===== src/rtl/id_decode_pipe_pkg.sv =====
// Shared decode definitions: opcodes, funct7 values, format enum and the decoded bundle.
package id_pkg;

    localparam logic [6:0] OPC_LUI      = 7'b0110111;
    localparam logic [6:0] OPC_AUIPC    = 7'b0010111;
    localparam logic [6:0] OPC_JAL      = 7'b1101111;
    localparam logic [6:0] OPC_JALR     = 7'b1100111;
    localparam logic [6:0] OPC_BRANCH   = 7'b1100011;
    localparam logic [6:0] OPC_LOAD     = 7'b0000011;
    localparam logic [6:0] OPC_STORE    = 7'b0100011;
    localparam logic [6:0] OPC_OP_IMM   = 7'b0010011;
    localparam logic [6:0] OPC_OP       = 7'b0110011;
    localparam logic [6:0] OPC_MISC_MEM = 7'b0001111;
    localparam logic [6:0] OPC_SYSTEM   = 7'b1110011;

    localparam logic [6:0] F7_BASE   = 7'b0000000;
    localparam logic [6:0] F7_ALT    = 7'b0100000;
    localparam logic [6:0] F7_MULDIV = 7'b0000001;

    typedef enum logic [2:0] {
        FMT_R = 3'd0,
        FMT_I = 3'd1,
        FMT_S = 3'd2,
        FMT_B = 3'd3,
        FMT_U = 3'd4,
        FMT_J = 3'd5
    } fmt_e;

    // XLEN-wide fields (pc, imm) travel beside this struct so it stays width-independent.
    typedef struct packed {
        logic [6:0] opcode;
        logic [4:0] rd;
        logic [2:0] funct3;
        logic [4:0] rs1;
        logic [4:0] rs2;
        logic [6:0] funct7;
        fmt_e       fmt;
        logic       rs1_used;
        logic       rs2_used;
        logic       rd_we;
        logic       illegal;
        logic       muldiv;
    } dec_t;

endpackage


===== src/rtl/id_decode_pipe_if.sv =====
// Fetch-side request and EX-side decoded bundle of the ID stage; slave = decode stage.
interface id_decode_pipe_if #(
    parameter int XLEN = 32,
    parameter int ILEN = 32
);
    logic            flush;
    logic            in_valid;
    logic            in_ready;
    logic [XLEN-1:0] in_pc;
    logic [ILEN-1:0] in_inst;
    logic            out_valid;
    logic            out_ready;
    logic [XLEN-1:0] out_pc;
    logic [6:0]      out_opcode;
    logic [4:0]      out_rd;
    logic [2:0]      out_funct3;
    logic [4:0]      out_rs1;
    logic [4:0]      out_rs2;
    logic [6:0]      out_funct7;
    logic [XLEN-1:0] out_imm;
    logic [2:0]      out_fmt;
    logic            out_rs1_used;
    logic            out_rs2_used;
    logic            out_rd_we;
    logic            out_illegal;
    logic            out_muldiv;

    modport master (
        output flush, in_valid, in_pc, in_inst, out_ready,
        input  in_ready, out_valid, out_pc, out_opcode, out_rd, out_funct3, out_rs1,
               out_rs2, out_funct7, out_imm, out_fmt, out_rs1_used, out_rs2_used,
               out_rd_we, out_illegal, out_muldiv
    );

    modport slave (
        input  flush, in_valid, in_pc, in_inst, out_ready,
        output in_ready, out_valid, out_pc, out_opcode, out_rd, out_funct3, out_rs1,
               out_rs2, out_funct7, out_imm, out_fmt, out_rs1_used, out_rs2_used,
               out_rd_we, out_illegal, out_muldiv
    );
endinterface


===== src/rtl/id_decode_pipe_imm_gen.sv =====
// Combinational format classification and sign-extended immediate extraction.
module id_imm_gen
    import id_pkg::*;
#(
    parameter int XLEN = 32
) (
    input  logic [31:0]     inst,
    output logic [XLEN-1:0] imm,
    output fmt_e            fmt
);
    logic [31:0] raw;

    always_comb begin
        fmt = FMT_R;
        case (inst[6:0])
            OPC_LUI, OPC_AUIPC:                 fmt = FMT_U;
            OPC_JAL:                            fmt = FMT_J;
            OPC_JALR, OPC_LOAD, OPC_OP_IMM,
            OPC_MISC_MEM, OPC_SYSTEM:           fmt = FMT_I;
            OPC_STORE:                          fmt = FMT_S;
            OPC_BRANCH:                         fmt = FMT_B;
            default:                            fmt = FMT_R;
        endcase
    end

    // Every format is assembled as a sign-extended 32-bit value, then widened signed.
    always_comb begin
        raw = '0;
        case (fmt)
            FMT_I:   raw = {{20{inst[31]}}, inst[31:20]};
            FMT_S:   raw = {{20{inst[31]}}, inst[31:25], inst[11:7]};
            FMT_B:   raw = {{19{inst[31]}}, inst[31], inst[7], inst[30:25], inst[11:8], 1'b0};
            FMT_U:   raw = {inst[31:12], 12'b0};
            FMT_J:   raw = {{11{inst[31]}}, inst[31], inst[19:12], inst[20], inst[30:21], 1'b0};
            default: raw = '0;
        endcase
        imm = XLEN'($signed(raw));
    end
endmodule


===== src/rtl/id_decode_pipe.sv =====
// RV32I/RV64I decode stage: registered output plus 1-entry skid buffer, flushable.
// Optional M-extension decode enabled by defining ID_DECODE_MULDIV_EN.
module id_decode_pipe
    import id_pkg::*;
#(
    parameter int XLEN = 32,
    parameter int ILEN = 32
) (
    input  logic              clk,
    input  logic              rst_n,
    id_decode_pipe_if.slave   io
);
    dec_t            dec;
    fmt_e            fmt;
    logic [XLEN-1:0] imm;

    dec_t            out_q, skid_q;
    logic [XLEN-1:0] out_pc_q, out_imm_q, skid_pc_q, skid_imm_q;
    logic            out_valid_q, skid_valid_q;

    logic [31:0] inst;
    assign inst = io.in_inst[31:0];

    id_imm_gen #(.XLEN(XLEN)) u_imm (
        .inst (inst),
        .imm  (imm),
        .fmt  (fmt)
    );

    always_comb begin
        dec          = '0;
        dec.opcode   = inst[6:0];
        dec.rd       = inst[11:7];
        dec.funct3   = inst[14:12];
        dec.rs1      = inst[19:15];
        dec.rs2      = inst[24:20];
        dec.funct7   = inst[31:25];
        dec.fmt      = fmt;
        dec.rs1_used = (fmt != FMT_U) && (fmt != FMT_J);
        dec.rs2_used = (fmt == FMT_R) || (fmt == FMT_S) || (fmt == FMT_B);
        dec.rd_we    = (fmt == FMT_R) || (fmt == FMT_I) || (fmt == FMT_U) || (fmt == FMT_J);

        case (inst[6:0])
            OPC_LUI, OPC_AUIPC, OPC_JAL, OPC_JALR, OPC_LOAD, OPC_STORE: ;
            OPC_MISC_MEM: dec.rd_we = 1'b0;
            OPC_SYSTEM:   if (inst[14:12] == 3'b000) dec.rd_we = 1'b0;
            OPC_BRANCH:   if (inst[14:13] == 2'b01) dec.illegal = 1'b1;
            OPC_OP: begin
                if (inst[31:25] == F7_ALT) begin
                    if (inst[14:12] != 3'b000 && inst[14:12] != 3'b101) dec.illegal = 1'b1;
                end else if (inst[31:25] == F7_MULDIV) begin
`ifdef ID_DECODE_MULDIV_EN
                    dec.muldiv = 1'b1;
`else
                    dec.illegal = 1'b1;
`endif
                end else if (inst[31:25] != F7_BASE) begin
                    dec.illegal = 1'b1;
                end
            end
            OPC_OP_IMM: begin
                // RV64 shifts use a 6-bit shamt, leaving only inst[31:26] as the funct field.
                if (XLEN == 64) begin
                    if (inst[14:12] == 3'b001 && inst[31:26] != 6'b000000) dec.illegal = 1'b1;
                    if (inst[14:12] == 3'b101 && inst[31:26] != 6'b000000 &&
                        inst[31:26] != 6'b010000) dec.illegal = 1'b1;
                end else begin
                    if (inst[14:12] == 3'b001 && inst[31:25] != F7_BASE) dec.illegal = 1'b1;
                    if (inst[14:12] == 3'b101 && inst[31:25] != F7_BASE &&
                        inst[31:25] != F7_ALT) dec.illegal = 1'b1;
                end
            end
            default: dec.illegal = 1'b1;
        endcase

        if (inst[1:0] != 2'b11) dec.illegal = 1'b1;
        if (inst[11:7] == 5'd0) dec.rd_we = 1'b0;
        if (dec.illegal) begin
            dec.rd_we    = 1'b0;
            dec.rs1_used = 1'b0;
            dec.rs2_used = 1'b0;
        end
    end

    logic accept, out_free;
    assign accept   = io.in_valid & ~skid_valid_q;
    assign out_free = ~out_valid_q | io.out_ready;

    // in_ready depends only on skid state, so out_ready never reaches it combinationally.
    always_ff @(posedge clk or negedge rst_n) begin
        if (!rst_n) begin
            out_valid_q  <= 1'b0;
            skid_valid_q <= 1'b0;
            out_q        <= '0;
            out_pc_q     <= '0;
            out_imm_q    <= '0;
            skid_q       <= '0;
            skid_pc_q    <= '0;
            skid_imm_q   <= '0;
        end else if (io.flush) begin
            out_valid_q  <= 1'b0;
            skid_valid_q <= 1'b0;
        end else if (out_free) begin
            if (skid_valid_q) begin
                out_q        <= skid_q;
                out_pc_q     <= skid_pc_q;
                out_imm_q    <= skid_imm_q;
                out_valid_q  <= 1'b1;
                skid_valid_q <= 1'b0;
            end else if (accept) begin
                out_q       <= dec;
                out_pc_q    <= io.in_pc;
                out_imm_q   <= imm;
                out_valid_q <= 1'b1;
            end else begin
                out_valid_q <= 1'b0;
            end
        end else if (accept) begin
            skid_q       <= dec;
            skid_pc_q    <= io.in_pc;
            skid_imm_q   <= imm;
            skid_valid_q <= 1'b1;
        end
    end

    assign io.in_ready     = ~skid_valid_q;
    assign io.out_valid    = out_valid_q;
    assign io.out_pc       = out_pc_q;
    assign io.out_imm      = out_imm_q;
    assign io.out_opcode   = out_q.opcode;
    assign io.out_rd       = out_q.rd;
    assign io.out_funct3   = out_q.funct3;
    assign io.out_rs1      = out_q.rs1;
    assign io.out_rs2      = out_q.rs2;
    assign io.out_funct7   = out_q.funct7;
    assign io.out_fmt      = out_q.fmt;
    assign io.out_rs1_used = out_q.rs1_used;
    assign io.out_rs2_used = out_q.rs2_used;
    assign io.out_rd_we    = out_q.rd_we;
    assign io.out_illegal  = out_q.illegal;
    assign io.out_muldiv   = out_q.muldiv;
endmodule


===== src/flat_wrapper.sv =====
// flat-port wrapper written by rule: the top's interface ports become plain ports
module id_decode_pipe_flat import id_pkg::*;
#(
    parameter int XLEN = 32,
    parameter int ILEN = 32
)
  (clk, rst_n, io_flush, io_in_valid, io_in_pc, io_in_inst, io_out_ready, io_in_ready, io_out_valid, io_out_pc, io_out_opcode, io_out_rd, io_out_funct3, io_out_rs1, io_out_rs2, io_out_funct7, io_out_imm, io_out_fmt, io_out_rs1_used, io_out_rs2_used, io_out_rd_we, io_out_illegal, io_out_muldiv);
  id_decode_pipe_if #(.XLEN(XLEN), .ILEN(ILEN)) io_i ();
  input  logic clk;
  input  logic rst_n;
  input wire logic [$bits(io_i.flush)-1:0] io_flush;
  input wire logic [$bits(io_i.in_valid)-1:0] io_in_valid;
  input wire logic [$bits(io_i.in_pc)-1:0] io_in_pc;
  input wire logic [$bits(io_i.in_inst)-1:0] io_in_inst;
  input wire logic [$bits(io_i.out_ready)-1:0] io_out_ready;
  output wire logic [$bits(io_i.in_ready)-1:0] io_in_ready;
  output wire logic [$bits(io_i.out_valid)-1:0] io_out_valid;
  output wire logic [$bits(io_i.out_pc)-1:0] io_out_pc;
  output wire logic [$bits(io_i.out_opcode)-1:0] io_out_opcode;
  output wire logic [$bits(io_i.out_rd)-1:0] io_out_rd;
  output wire logic [$bits(io_i.out_funct3)-1:0] io_out_funct3;
  output wire logic [$bits(io_i.out_rs1)-1:0] io_out_rs1;
  output wire logic [$bits(io_i.out_rs2)-1:0] io_out_rs2;
  output wire logic [$bits(io_i.out_funct7)-1:0] io_out_funct7;
  output wire logic [$bits(io_i.out_imm)-1:0] io_out_imm;
  output wire logic [$bits(io_i.out_fmt)-1:0] io_out_fmt;
  output wire logic [$bits(io_i.out_rs1_used)-1:0] io_out_rs1_used;
  output wire logic [$bits(io_i.out_rs2_used)-1:0] io_out_rs2_used;
  output wire logic [$bits(io_i.out_rd_we)-1:0] io_out_rd_we;
  output wire logic [$bits(io_i.out_illegal)-1:0] io_out_illegal;
  output wire logic [$bits(io_i.out_muldiv)-1:0] io_out_muldiv;
  assign io_i.flush = io_flush;
  assign io_i.in_valid = io_in_valid;
  assign io_i.in_pc = io_in_pc;
  assign io_i.in_inst = io_in_inst;
  assign io_i.out_ready = io_out_ready;
  assign io_in_ready = io_i.in_ready;
  assign io_out_valid = io_i.out_valid;
  assign io_out_pc = io_i.out_pc;
  assign io_out_opcode = io_i.out_opcode;
  assign io_out_rd = io_i.out_rd;
  assign io_out_funct3 = io_i.out_funct3;
  assign io_out_rs1 = io_i.out_rs1;
  assign io_out_rs2 = io_i.out_rs2;
  assign io_out_funct7 = io_i.out_funct7;
  assign io_out_imm = io_i.out_imm;
  assign io_out_fmt = io_i.out_fmt;
  assign io_out_rs1_used = io_i.out_rs1_used;
  assign io_out_rs2_used = io_i.out_rs2_used;
  assign io_out_rd_we = io_i.out_rd_we;
  assign io_out_illegal = io_i.out_illegal;
  assign io_out_muldiv = io_i.out_muldiv;
  id_decode_pipe #(.XLEN(XLEN), .ILEN(ILEN)) u_core (.clk(clk), .rst_n(rst_n), .io(io_i));
endmodule

===== config.mk =====
export PLATFORM = sky130hd
export DESIGN_NAME = id_decode_pipe_flat
export DESIGN_NICKNAME = d
export VERILOG_FILES = /design/src/rtl/id_decode_pipe_pkg.sv /design/src/rtl/id_decode_pipe_if.sv /design/src/rtl/id_decode_pipe_imm_gen.sv /design/src/rtl/id_decode_pipe.sv /design/src/flat_wrapper.sv
export SDC_FILE = /design/constraint.sdc
export NUM_CORES = 1
export LEC_CHECK = 0
export CAP_MARGIN = 10
export CELL_PAD_IN_SITES_DETAIL_PLACEMENT = 1
export CELL_PAD_IN_SITES_GLOBAL_PLACEMENT = 1
export CORE_MARGIN = 2
export CORE_UTILIZATION = 45
export DETAILED_ROUTE_END_ITERATION = 16
export PLACE_DENSITY = 0.89
export SYNTH_ARGS = -nofsm -noshare
export SYNTH_HDL_FRONTEND = slang
export SYNTH_HIERARCHICAL = 1
export SYNTH_SLANG_ARGS = --single-unit

===== constraint.sdc =====
create_clock -name clk -period 4.9 [get_ports clk]
set_input_delay 0.49 -clock clk [delete_from_list [all_inputs] [get_ports clk]]
set_output_delay 0.49 -clock clk [all_outputs]
set_load 0.01 [all_outputs]

==> results of run 1 <==
-- state kept, by name (all words and copies together), names as in the netlist, 3 cells and up --
register / flops
u_core/io.out_imm: 32
u_core/io.out_fmt: 3
u_core/skid_imm_q: 32
u_core/io.out_rs1: 5
u_core/io.out_rd: 5
u_core/io.out_pc: 32
u_core/io.out_opcode: 7
u_core/io.out_funct3: 3
u_core/skid_pc_q: 32
u_core/io.out_rs2: 5
u_core/io.out_funct7: 7
u_core/skid_q: 39
-- layout make-up --
| cell class | instances | area share (%) |
|---|---|---|
| multi-input combinational | 541 | 32.5 |
| clock buffer | 35 | 5.86 |
| timing repair buffer | 179 | 15.0 |
| clock inverter | 7 | 0.292 |
| inverter | 6 | 0.188 |
| tap | 270 | 2.82 |
| sequential | 208 | 43.4 |
-- per-layer routing --
layer  part of all wire (%)  GRT usage (%)
met2                     49           37.9
met1                     45           30.9
met3                    4.9           3.90
met4                    1.6           4.76
met5                      0              0
-- kinds of logic after synthesis --
| group | synth area share [%] |
|---|---|
| xor gates and xnor gates | 0.187 |
| AOI/OAI and AO/OA | 10.1 |
| DFF | 55.5 |
| buffers and inverters | 3.20 |
| and+or+nand+nor | 8.79 |
| muxes | 22.2 |
| other | 0.0400 |
-- power by group through the flow --
stage | Combinational [mW] | Clock [mW] | Sequential (mW)
2_1_floorplan | 0.307 | 0 | 2.14
5_1_grt | 0.800 | 1.79 | 2.14
6_report | 0.733 | 1.68 | 2.11
3_3_place_gp | 0.706 | 0 | 2.12
3_5_place_dp | 0.735 | 0 | 2.13
4_1_cts | 0.745 | 1.73 | 2.11
-- cell usage in the layout, fill, tap and decap left out, drive strengths merged, types with 4 or more instances in the layout --
master | Yosys | layout
clkinv | 0 | 7
o31ai | 7 | 7
buf | 36 | 7
nor3 | 4 | 4
clkbuf | 18 | 35
o21ai | 122 | 122
nor4 | 4 | 4
nand2 | 133 | 133
mux2 | 97 | 97
a21oi | 6 | 6
a22o | 5 | 5
dfrtp | 208 | 208
inv | 6 | 6
and2 | 6 | 6
mux2i | 99 | 99
nand3b | 4 | 4
clkdlybuf4s50 | 0 | 172
nor2 | 9 | 9
-- path summary, 6_finish.rpt --
kind / start / end / slack (ps) / cells after the start
worst min register to register: u_core/io.out_pc[26] / u_core/io.out_pc[26] / 470 / 2
max in group asynchronous: rst_n / u_core/skid_q[1] / 3620 / 2
worst max register to register: u_core/skid_valid_q / u_core/skid_q[20] / 1700 / 4
min in group clk: u_core/io.out_pc[26] / u_core/io.out_pc[26] / 470 / 2
worst min-delay path: rst_n / u_core/io.out_imm[12] / 50 / 1
worst max-delay path: u_core/skid_valid_q / u_core/skid_q[20] / 1700 / 4
==> results, run 1 <==
- The total detailed-routing wirelength is 24.7 mm.
- Clock-pin slew was measured on the worst setup and hold paths at 60 ps.
- Derived from the worst setup path, the maximum achievable clock frequency is 0.313 GHz.
- The number of buffers and inverters on the critical path is 2.
- The switching portion of total power is 25.8%.
- The number of hold violations in the final report is 0.
- Counting every sink on the clock net gives 208.
- Entering global routing, the biggest net connects between 100 and 150 pins.
- The largest fanout on the critical path is 58.
- Dividing the detail-routed via count by the number of cells gives 5.47.
- Setup repair after global routing left no endpoint under its margin.
- The Yosys warning count is 6.
- The standard-cell row count is 52.
- Synthesis produced a netlist whose cell count is 809.
- The final hold slack is approximately 50 ps.
- The clock reaches the later pin of the worst-skew pair after between 500 and 600 ps.
- The number of cells in the finished layout apart from fillers is ~1.2k.
- Internal power comes to 3.36 mW.
- For this design the static power due to leakage is 5.06 nW.
- From left edge to right edge, the die measures 148 um.
- The global router's overall resource usage is approximately 23%.
- Cells fill roughly three fifths of the core in the end.
- The total via count after detailed routing is a little under 7k.
- The mean instance size in the synthesized netlist is 11.6 um^2.
- The number of instances resized during post-cts repair is 0.
- The kind of start point of the critical path is a register.
- The flip-flop and latch count after synthesis is approximately 210.
- The clock share of power is about 37%.
- The synthesized design contains 0 enable-type register cells.
- The critical path's top delay family is flip-flops.
- The total number of nets in the final design is 1029.
- TritonCTS created 24 clock buffers.
- By startpoint and endpoint, the worst setup path is classified as register to register.
- The I/O pin total is 175.
- The largest area contributor in the netlist is sky130_fd_sc_hd__dfrtp_1.
- The synthesized netlist net count is 878.
- The cell at the slowest stage of the critical path is sky130_fd_sc_hd__dfrtp_4.
- The cell count after placement is 1204.
- The number of antenna violations at the first check in global routing was 0.
- sky130_fd_sc_hd__dfrtp_1 is the most common cell in the netlist.
- In the routed design, unresolved DRC markers number 0.
- The worst-case clock skew is 8.31 ps.
- The clock tree root buffer cell is sky130_fd_sc_hd__clkbuf_16.
- At the end of routability-driven placement, the weighted congestion stood at 0.782.
- The initial standard-cell utilization of the core is between 40% and 50%.
- Once the clock tree was built, the setup fixing pass inserted 0 buffers.
- In the synthesized netlist the dominant register cell turns out to be sky130_fd_sc_hd__dfrtp_1.
- In this run the deepest clock path goes through 3 buffers.
- In the finished design, the share of the clock period the worst path needs comes to 65.2%.
- Once detailed placement completed, the half-perimeter wirelength came to 15.9 mm.
- After routing, the total negative slack on setup checks comes to 0 ps.
- The delay of the slowest cell on the worst path is 960 ps.
- The fraction of layout instances using a drive strength above 1 is between 10% and 20%.
- The area growth from synthesis to layout is 27.9%.
- Registers take around 5200 um^2.
- The critical path goes through inv_1, nand3_4, buf_4, mux2_2.
- Global routing finished with a remaining overflow of 0.
- At the pin with the least slew margin, the transition time is 1120 ps.
- The vertical die dimension is 148 um.
- The CTS tree is done.
- Dividing the detail-routed wire length by the instance count gives between 15 and 20 um.
- The total area inside the core boundary comes to 20400 um^2.
- The number of setup violations in the final report is 0.
- The switching power is 1.17 mW.
- The power density of the placed cells is approximately 380 nW/um^2.
- The smallest setup slack after layout is 1700 ps.
- Total power for the finished layout comes to between 4 and 5 mW.
- The layout has 2106 filler cells.
- The post-synthesis sequential area ratio is 55.5%.
- The total of max-cap violations is 0.
- The clock period could shrink to 3200 ps.
- In this run the cell area of the synthesized design comes to 9380 um^2.
- At the worst endpoint, the arrival time is 3580 ps.
- The number of pins with negative max-slew slack in the final report is 0.
- The area share of the leading cell type in the synthesized netlist is 55.5%.
- Headroom to the max-slew limit came out at ~26%.
- The critical path data required time is approximately 5300 ps.
- Counting instances in the post-synthesis netlist gives the leading cell types as sky130_fd_sc_hd__dfrtp_1 (208), sky130_fd_sc_hd__nand2_1 (133), sky130_fd_sc_hd__mux2i_1 (99).
- STA classifies the critical path endpoint as a register.
- The finished cells cover approximately 12000 um^2.
- The antenna violation net count after detailed routing is 0.
- In this run, post-CTS hold repair placed 0 buffers.
- The sequential group share of total power is 46.6%.
- By area the synthesized netlist is led by sky130_fd_sc_hd__dfrtp_1 (55%), sky130_fd_sc_hd__mux2_2 (12%), sky130_fd_sc_hd__mux2i_1 (11%), sky130_fd_sc_hd__nand2_1 (5.3%), sky130_fd_sc_hd__o21ai_0 (3.7%).
- The detailed router finished its first iteration with 347 violations.
- In the final layout, the multi-input gates occupy 3890 um^2.
- The flow ran to the end, and the final reports show no timing, DRC or antenna violations.
- Port buffering added 173 buffers.
- OpenSTA, run right after detailed placement, puts the worst setup slack at 1590 ps.
- The diode insertion count for antenna repair is 0.
- The worst IR drop on VDD is ~0.19 mV.
- The via count of the first global-routing pass was 7298.
- The first global-routing pass estimated around 40 mm of wire.
- The overall die area is 22000 um^2.
- Summing all placed instances gives a cell area of 11300 um^2.
- The number of different library cells used by synthesis comes to 56.
- The class of the worst hold path is input pin to asynchronous set/reset pin.
- The proportion of power drawn by combinational gates is 16.2%.
- The share of flip-flops with an asynchronous set or reset is 100%.
- The H-tree depth reported by CTS is 1.
- The first-pass iteration count of the detailed router is 4.
Power figures use the tool's default switching activity.
==> run 2: changes to the inputs <==
--- a/config.mk
+++ b/config.mk
@@ -9,9 +9,9 @@
 export CELL_PAD_IN_SITES_DETAIL_PLACEMENT = 1
 export CELL_PAD_IN_SITES_GLOBAL_PLACEMENT = 1
 export CORE_MARGIN = 2
-export CORE_UTILIZATION = 45
+export CORE_UTILIZATION = 37
 export DETAILED_ROUTE_END_ITERATION = 16
-export PLACE_DENSITY = 0.89
+export PLACE_DENSITY = 0.79
 export SYNTH_ARGS = -nofsm -noshare
 export SYNTH_HDL_FRONTEND = slang
 export SYNTH_HIERARCHICAL = 1
==> constraint.sdc (replaced) <==
create_clock -name clk -period 2.9 [get_ports clk]
set_input_delay 0.29 -clock clk [delete_from_list [all_inputs] [get_ports clk]]
set_output_delay 0.29 -clock clk [all_outputs]
set_load 0.01 [all_outputs]
==> run 2 against run 1 <==
  * Clock power increased by 71%
  * Combinational power increased by 72%
  * Via count grew 1.1%
  * Register-to-register slack lost 710 ps
  * Wire length rose by 3.4%
  * Clock skew rose by 4.0 ps
  * Sequential cell count is the same
  * Cell count is 6.3% higher
  * Non-clock buffer count increased by 18
  * Clock-buffer cell count is 2 higher
  * Critical endpoint is now u_core/io.out_imm[14]
  * Sequential share of layout area is 1.0 points lower
  * Critical path depth rose by 4
==> results, run 2 (synthesized netlist as in run 1, its figures left out) <==
- The headroom to the max-slew limit is a little over 60%.
- In this run the static leakage power is ~5.2 nW.
- The count of buffers from port buffering is 173.
- The total of max-cap violations is 0.
- In this run the critical register-to-register path is launched from u_core/skid_valid_q.
- The number of pins with negative max-slew slack in the final report is 0.
- The reg-to-reg endpoint is u_core/io.out_rs1[0].
- The register with the most flip-flops in the layout has 39 of them.
- The reg-to-reg setup timing slack is 990 ps.
- The kind of start point of the critical path is an input pin.
- The die is 163 um tall.
- The initial standard-cell utilization of the core is 37.5%.
- For this design, the sink count on the clock tree is roughly 210.
- On the final layout, the worst hold slack is 317 ps.
- The first-pass GRT wire length is 40.0 mm.
- For the pin with the worst max-slew slack, the measured transition is 566 ps.
- TritonCTS built the clock tree.
- The violation count after the first detailed-route iteration is 366.
- The routability congestion estimate from global placement is 0.755.
- The first-pass iteration count of the detailed router is 4.
- The die boundary width is 163 um.
- The power consumption is 7.69 mW.
- The worst path in the final design needs a cycle of 2160 ps, including I/O delays and setup.
- The total number of nets in the final design is 1047.
- Data on the critical path arrives at its endpoint at 2600 ps.
- After detailed placement, the design holds a cell count of 1281.
- The antenna violation net count after detailed routing is 0.
- The repair_antennas step left the layout with diodes totalling 0.
- The routed wirelength normalized by instance count is 19.3 um.
- The number of setup violations in the final report is 0.
- The number of antenna violations at the first check in global routing is 1.
- Counting along the longest clock path gives a buffer depth of 3.
- The worst register-to-register path has a depth of 4.
- The fraction of layout instances using a drive strength above 1 is 17.1%.
- The flow ran to the end, and the final reports show no timing, DRC or antenna violations.
- Summed over all failing endpoints, the final setup total negative slack is 0 ps.
- The floorplan has 58 rows.
- The I/O pin total is around 180.
- The total via count after detailed routing is approximately 7k.
- The worst IR drop on VDD is 0.403 mV.
- The multi-input combinational cells in the finished layout cover a total of 3890 um^2.
- In the routed layout, each cell is associated on average with a via count of approximately 5.2.
- For the worst setup path, the data required time is 3340 ps.
- u_core/skid_q holds more flip-flops than any other register.
- The kind of capture point of the worst setup path is a register.
- Setup repair after global routing left no endpoint under its margin.
- The area growth from synthesis to layout is 30.9%.
- Leaving out filler cells and counting taps, the final layout contains 1325.
- The total half-perimeter wirelength after legalization and detailed placement is 17.4 mm.
- Across the whole layout, storage elements account for 5210 um^2.
- The clock transition at the registers of the reported paths is 60 ps.
- The root buffer cell chosen for the clock tree is sky130_fd_sc_hd__clkbuf_16.
- The number of hold violations in the final report is 0.
- The achievable frequency is 0.463 GHz.
- In this run, CTS created clock tree buffers numbering 24.
- The library cell used most frequently in the layout, excluding fill and tap cells, is sky130_fd_sc_hd__dfrtp_1.
- In the layout the commonest cells are sky130_fd_sc_hd__dfrtp_1 (207), sky130_fd_sc_hd__clkdlybuf4s50_1 (172), sky130_fd_sc_hd__nand2_1 (133).
- In this run the number of H-tree levels came out at 1.
- After global routing the overflow that remains totals 0.
- Fill cells in the final layout number roughly 2.6k.
- In this run the worst path has a maximum fanout of 19.
- The overall die area is 26600 um^2.
- The post-route DRC violation count is 0.
- The via count of the first global-routing pass was between 7k and 8k.
- The total detailed-routing wirelength is about 26 mm.
- The total area inside the core boundary comes to roughly 25000 um^2.
- Global routing used 19.0% of the available tracks.
- The final critical path takes up around 75% of the cycle.
- Entering global routing, the biggest net connects 97 pins.
- The power density of the placed cells is approximately 630 nW/um^2.
- The later-pin clock latency in the skew report is between 500 and 600 ps.
- The worst-case clock skew is 12.3 ps.
- The tightest min-delay check is of the input pin to asynchronous set/reset pin type.
- The category of the critical setup timing path is input pin to register.
run 2: cell type report:
cell class	count	share of cell area, %
Timing Repair Buffer	197	16.2
Clock buffer	37	5.87
Inverter	6	0.183
Multi-Input combinational cell	541	31.7
Sequential cell	208	42.4
Clock inverter	6	0.244
Tap cell	330	3.36
run 2: worst max-delay path by stage:
stage	end	from
finish	u_core/io.out_imm[14]	io_in_inst[2]
global route	u_core/io.out_imm[14]	io_in_inst[2]
CTS	io_in_ready	u_core/skid_valid_q
detailed placement	u_core/io.out_imm[14]	io_in_inst[2]
global placement	u_core/io.out_imm[17]	io_in_inst[2]
floorplan	u_core/skid_imm_q[13]	io_in_inst[1]
run 2: power by group:
part | switching [mW] | internal (mW)
logic | 0.570 | 0.693
clock network | 1.17 | 1.70
registers | 0.228 | 3.33
run 2: metrics by stage:
step / util, % / cell area [um^2] / worst slack [ps]
floorplan: - / 9380 / 1190
global placement: 46.0 / 11500 / 447
detailed placement: 46.0 / 11500 / 229
CTS: 49.1 / 12300 / 747
global route: 49.1 / 12300 / 639
finish: 49.1 / 12300 / 738
run 2: timing repair:
action / CTS / global route
endpoints found under the hold margin: 65 / 0
hold buffers: 1 / 0
resized for setup: 0 / 0
endpoints found under the setup margin: 0 / 0
setup buffers: 0 / 0
run 2: metal layers:
metal  share of wire, %  vias to the layer above  track usage (%)
met2                 48                      168             32.1
met5              0.051                        -                0
met1                 45                     3503             25.7
met3                5.0                       42             3.00
li1                   -                     3181                -
met4                1.9                        2             4.67
run 2: critical path, stage by stage:
cell,delay [ps]
sky130_fd_sc_hd__clkdlybuf4s50_1,510
sky130_fd_sc_hd__or2_1,420
sky130_fd_sc_hd__a2111oi_4,460
sky130_fd_sc_hd__o31ai_4,120
sky130_fd_sc_hd__buf_4,230
sky130_fd_sc_hd__o21ai_0,270
sky130_fd_sc_hd__mux2i_1,150
sky130_fd_sc_hd__o21ai_1,140
==> run 3: changes to the inputs <==
--- a/config.mk
+++ b/config.mk
@@ -9,9 +9,9 @@
 export CELL_PAD_IN_SITES_DETAIL_PLACEMENT = 1
 export CELL_PAD_IN_SITES_GLOBAL_PLACEMENT = 1
 export CORE_MARGIN = 2
-export CORE_UTILIZATION = 37
+export CORE_UTILIZATION = 41
 export DETAILED_ROUTE_END_ITERATION = 16
-export PLACE_DENSITY = 0.79
+export PLACE_DENSITY = 0.82
 export SYNTH_ARGS = -nofsm -noshare
 export SYNTH_HDL_FRONTEND = slang
 export SYNTH_HIERARCHICAL = 1
==> constraint.sdc (replaced) <==
create_clock -name clk -period 2.2 [get_ports clk]
set_input_delay 0.22 -clock clk [delete_from_list [all_inputs] [get_ports clk]]
set_output_delay 0.22 -clock clk [all_outputs]
set_load 0.01 [all_outputs]
==> run 3 against run 2 <==
  * Cell count decreased by 2.2%
  * Total power increased by 30%
  * Die area shrank 9.5%
  * Utilization grew 5.8 points
  * First-iteration DRC count rose by 4.1%
  * Register-to-register slack got worse by 590 ps
  * Via count is essentially flat
  * Critical path type is now register to primary output
  * Critical endpoint is now io_in_ready
==> results, run 3 (synthesized netlist as in run 1, its figures left out) <==
- The number of hold violations in the final report is 0.
- The remaining global-route overflow is 0.
- Routability-driven placement finished with a final weighted congestion of 0.855.
- The antenna violation net count after detailed routing is 0.
- Entering global routing, the biggest net connects 111 pins.
- Clock tree synthesis found a total of 208 sinks.
- The number of antenna diodes in the final layout is 0.
- The worst-case clock skew is 6.42 ps.
- The clock period minus worst slack is 2020 ps.
- Clock tree synthesis inserted a total of 23 buffers.
- In the finished design, the share of the clock period the worst path needs comes to 92.0%.
- The first global-routing pass estimated 40.2 mm of wire.
- Final hold analysis gives a worst-case slack of 265 ps.
- For the pin with the worst max-slew slack, the measured transition is approximately 560 ps.
- Setup repair after global routing left no endpoint under its margin.
- The die covers 24100 um^2.
- The critical path in this run is classified as register to primary output.
- The global router's overall resource usage is around a fifth.
- Setup violations remaining at the end of the flow were counted as 0.
- The maximum root-to-sink buffer count is 3.
- The HPWL after detailed placement is approximately 17 mm.
- The number of hold buffers added after CTS was 1.
- Measured against its own limit, the worst slew margin works out to 61.4%.
- The number of vias per cell after detailed routing is 5.32.
- Timing would allow up to just under 0.5 GHz.
- The count of buffers from port buffering is 173.
- For the worst-skew pair, the clock arrives at the later sink with an insertion delay of between 500 and 600 ps.
- The first-pass iteration count of the detailed router is 4.
- Once placement completed, the tool counted placed cells totaling 1258.
- The finished layout holds 1296 standard cells, fillers aside.
- The min-delay analysis places its worst path in the category input pin to asynchronous set/reset pin.
- The total via count after detailed routing is 6898.
- The number of antenna violations at the first check in global routing came to 0.
- The worst setup path is captured at a primary output.
- The clock transition at the registers of the reported paths is 60 ps.
- The core box area is 22600 um^2.
- The CTS tree is done.
- In the final routed layout, each cell accounts on average for ~19 um.
- The share of the core filled with cells in the final layout is a little over half.
- Dividing total power by cell area gives a power density of 806 nW/um^2.
- Measured along the x axis, the die boundary spans 155 um.
- The fraction of layout instances using a drive strength above 1 is 18.4%.
- Traced cell by cell, the critical path runs through inv_1, clkdlybuf4s50_1.
- The standard-cell row count is 55.
- VDD sags by at most just over 0.6 mV.
- The run finished with clean final reports.
- In this design, the stage delay of the slowest critical-path cell is 610 ps.
- u_core/skid_q holds more flip-flops than any other register.
- For this block, the routed nets add up to 25.0 mm of wire.
- Measured along the y axis, the die boundary spans between 150 and 200 um.
- The H-tree depth reported by CTS is 1.
- In the final design database the tool counted 1068 nets.
- Once placement finished, the instance area stood at between 10000 and 15000 um^2.
- The number of instances resized during post-cts repair is 0.
- The kind of start point of the critical path is a register.
- The initial standard-cell utilization of the core is 41.6%.
- The number of pins with negative max-slew slack in the final report is 0.
- In the layout the commonest cells are sky130_fd_sc_hd__dfrtp_1 (207), sky130_fd_sc_hd__clkdlybuf4s50_1 (172), sky130_fd_sc_hd__nand2_1 (133).
- The leakage power total is 5.26 nW.
- The critical path data required time is 1980 ps.
- Across the run, the number of max-cap violations was 0.
- The largest fanout on the critical path is 4.
- The via count of the first global-routing pass is ~7.4k.
- After detailed routing, the number of remaining DRC violations is 0.
- The summed area of non-filler cells in the final layout is 12400 um^2.
- The I/O pin total is around 180.
- Leaving out fill and tap cells, the most frequent cell in the layout is sky130_fd_sc_hd__dfrtp_1.
- The total negative slack is 0 ps.
- For this design, the slowest cell found on the critical path is sky130_fd_sc_hd__clkdlybuf4s50_1.
- The violation count after the first detailed-route iteration is 381.
- STA puts the critical path data arrival time at 1800 ps.
- Compared with the post-synthesis result, the final layout area differs by 32.0%.
- The register with the most flip-flops in the layout has 39 of them.
- The root buffer cell chosen for the clock tree is sky130_fd_sc_hd__clkbuf_16.
- The number of setup buffers added after CTS is 0.
[run 3: critical path: cells and delay by family (launching register included)]
kind | cells | cell delay [ps]
buf+inv | 2 | 800
flops | 1 | 500
[run 3: routing by layer]
layer / vias to the layer above / wire, um / global-route usage [%] / share of wire (%)
met5: - / 0 / 0 / 0
met4: 0 / 481 / 5.07 / 1.9
met3: 34 / 1380 / 4.29 / 5.5
met2: 182 / 12100 / 35.4 / 48
met1: 3462 / 11100 / 27.4 / 44
li1: 3220 / - / - / -
[run 3: worst paths after layout]
path,depth (start not counted),slack (ps),to,from
min,2,260,u_core/io.out_imm[17],rst_n
max,2,180,io_in_ready,u_core/skid_valid_q
min in group clk,2,360,u_core/skid_pc_q[3],io_in_pc[3]
max in group asynchronous,3,1140,u_core/io.out_pc[7],rst_n
max reg2reg,4,400,u_core/io.out_rs1[2],u_core/skid_valid_q
min reg2reg,2,470,u_core/io.out_opcode[6],u_core/io.out_opcode[6]
[run 3: power by group]
part,switching (mW),internal [mW]
Clock,1.48,2.13
Sequential,0.295,4.39
Combinational,0.753,0.941
Total,2.52,7.46
[run 3: area by class of cell]
type / count / area, um^2
clock buffers: 33 / 643
clock inverters: 4 / 48.8
fillers: 2387 / 10200
inverters: 6 / 22.5
multi-input cells: 541 / 3890
flip-flops and latches: 208 / 5210
well taps: 285 / 357
repair buffers: 219 / 2210
[run 3: stage by stage]
stage / power [mW] / worst slack [ps]
2_1_floorplan: 5.46 / 534
3_3_place_gp: 6.35 / -43.2
3_5_place_dp: 6.46 / -195
4_1_cts: 10.1 / 160
5_1_grt: 10.5 / 122
6_report: 9.98 / 176
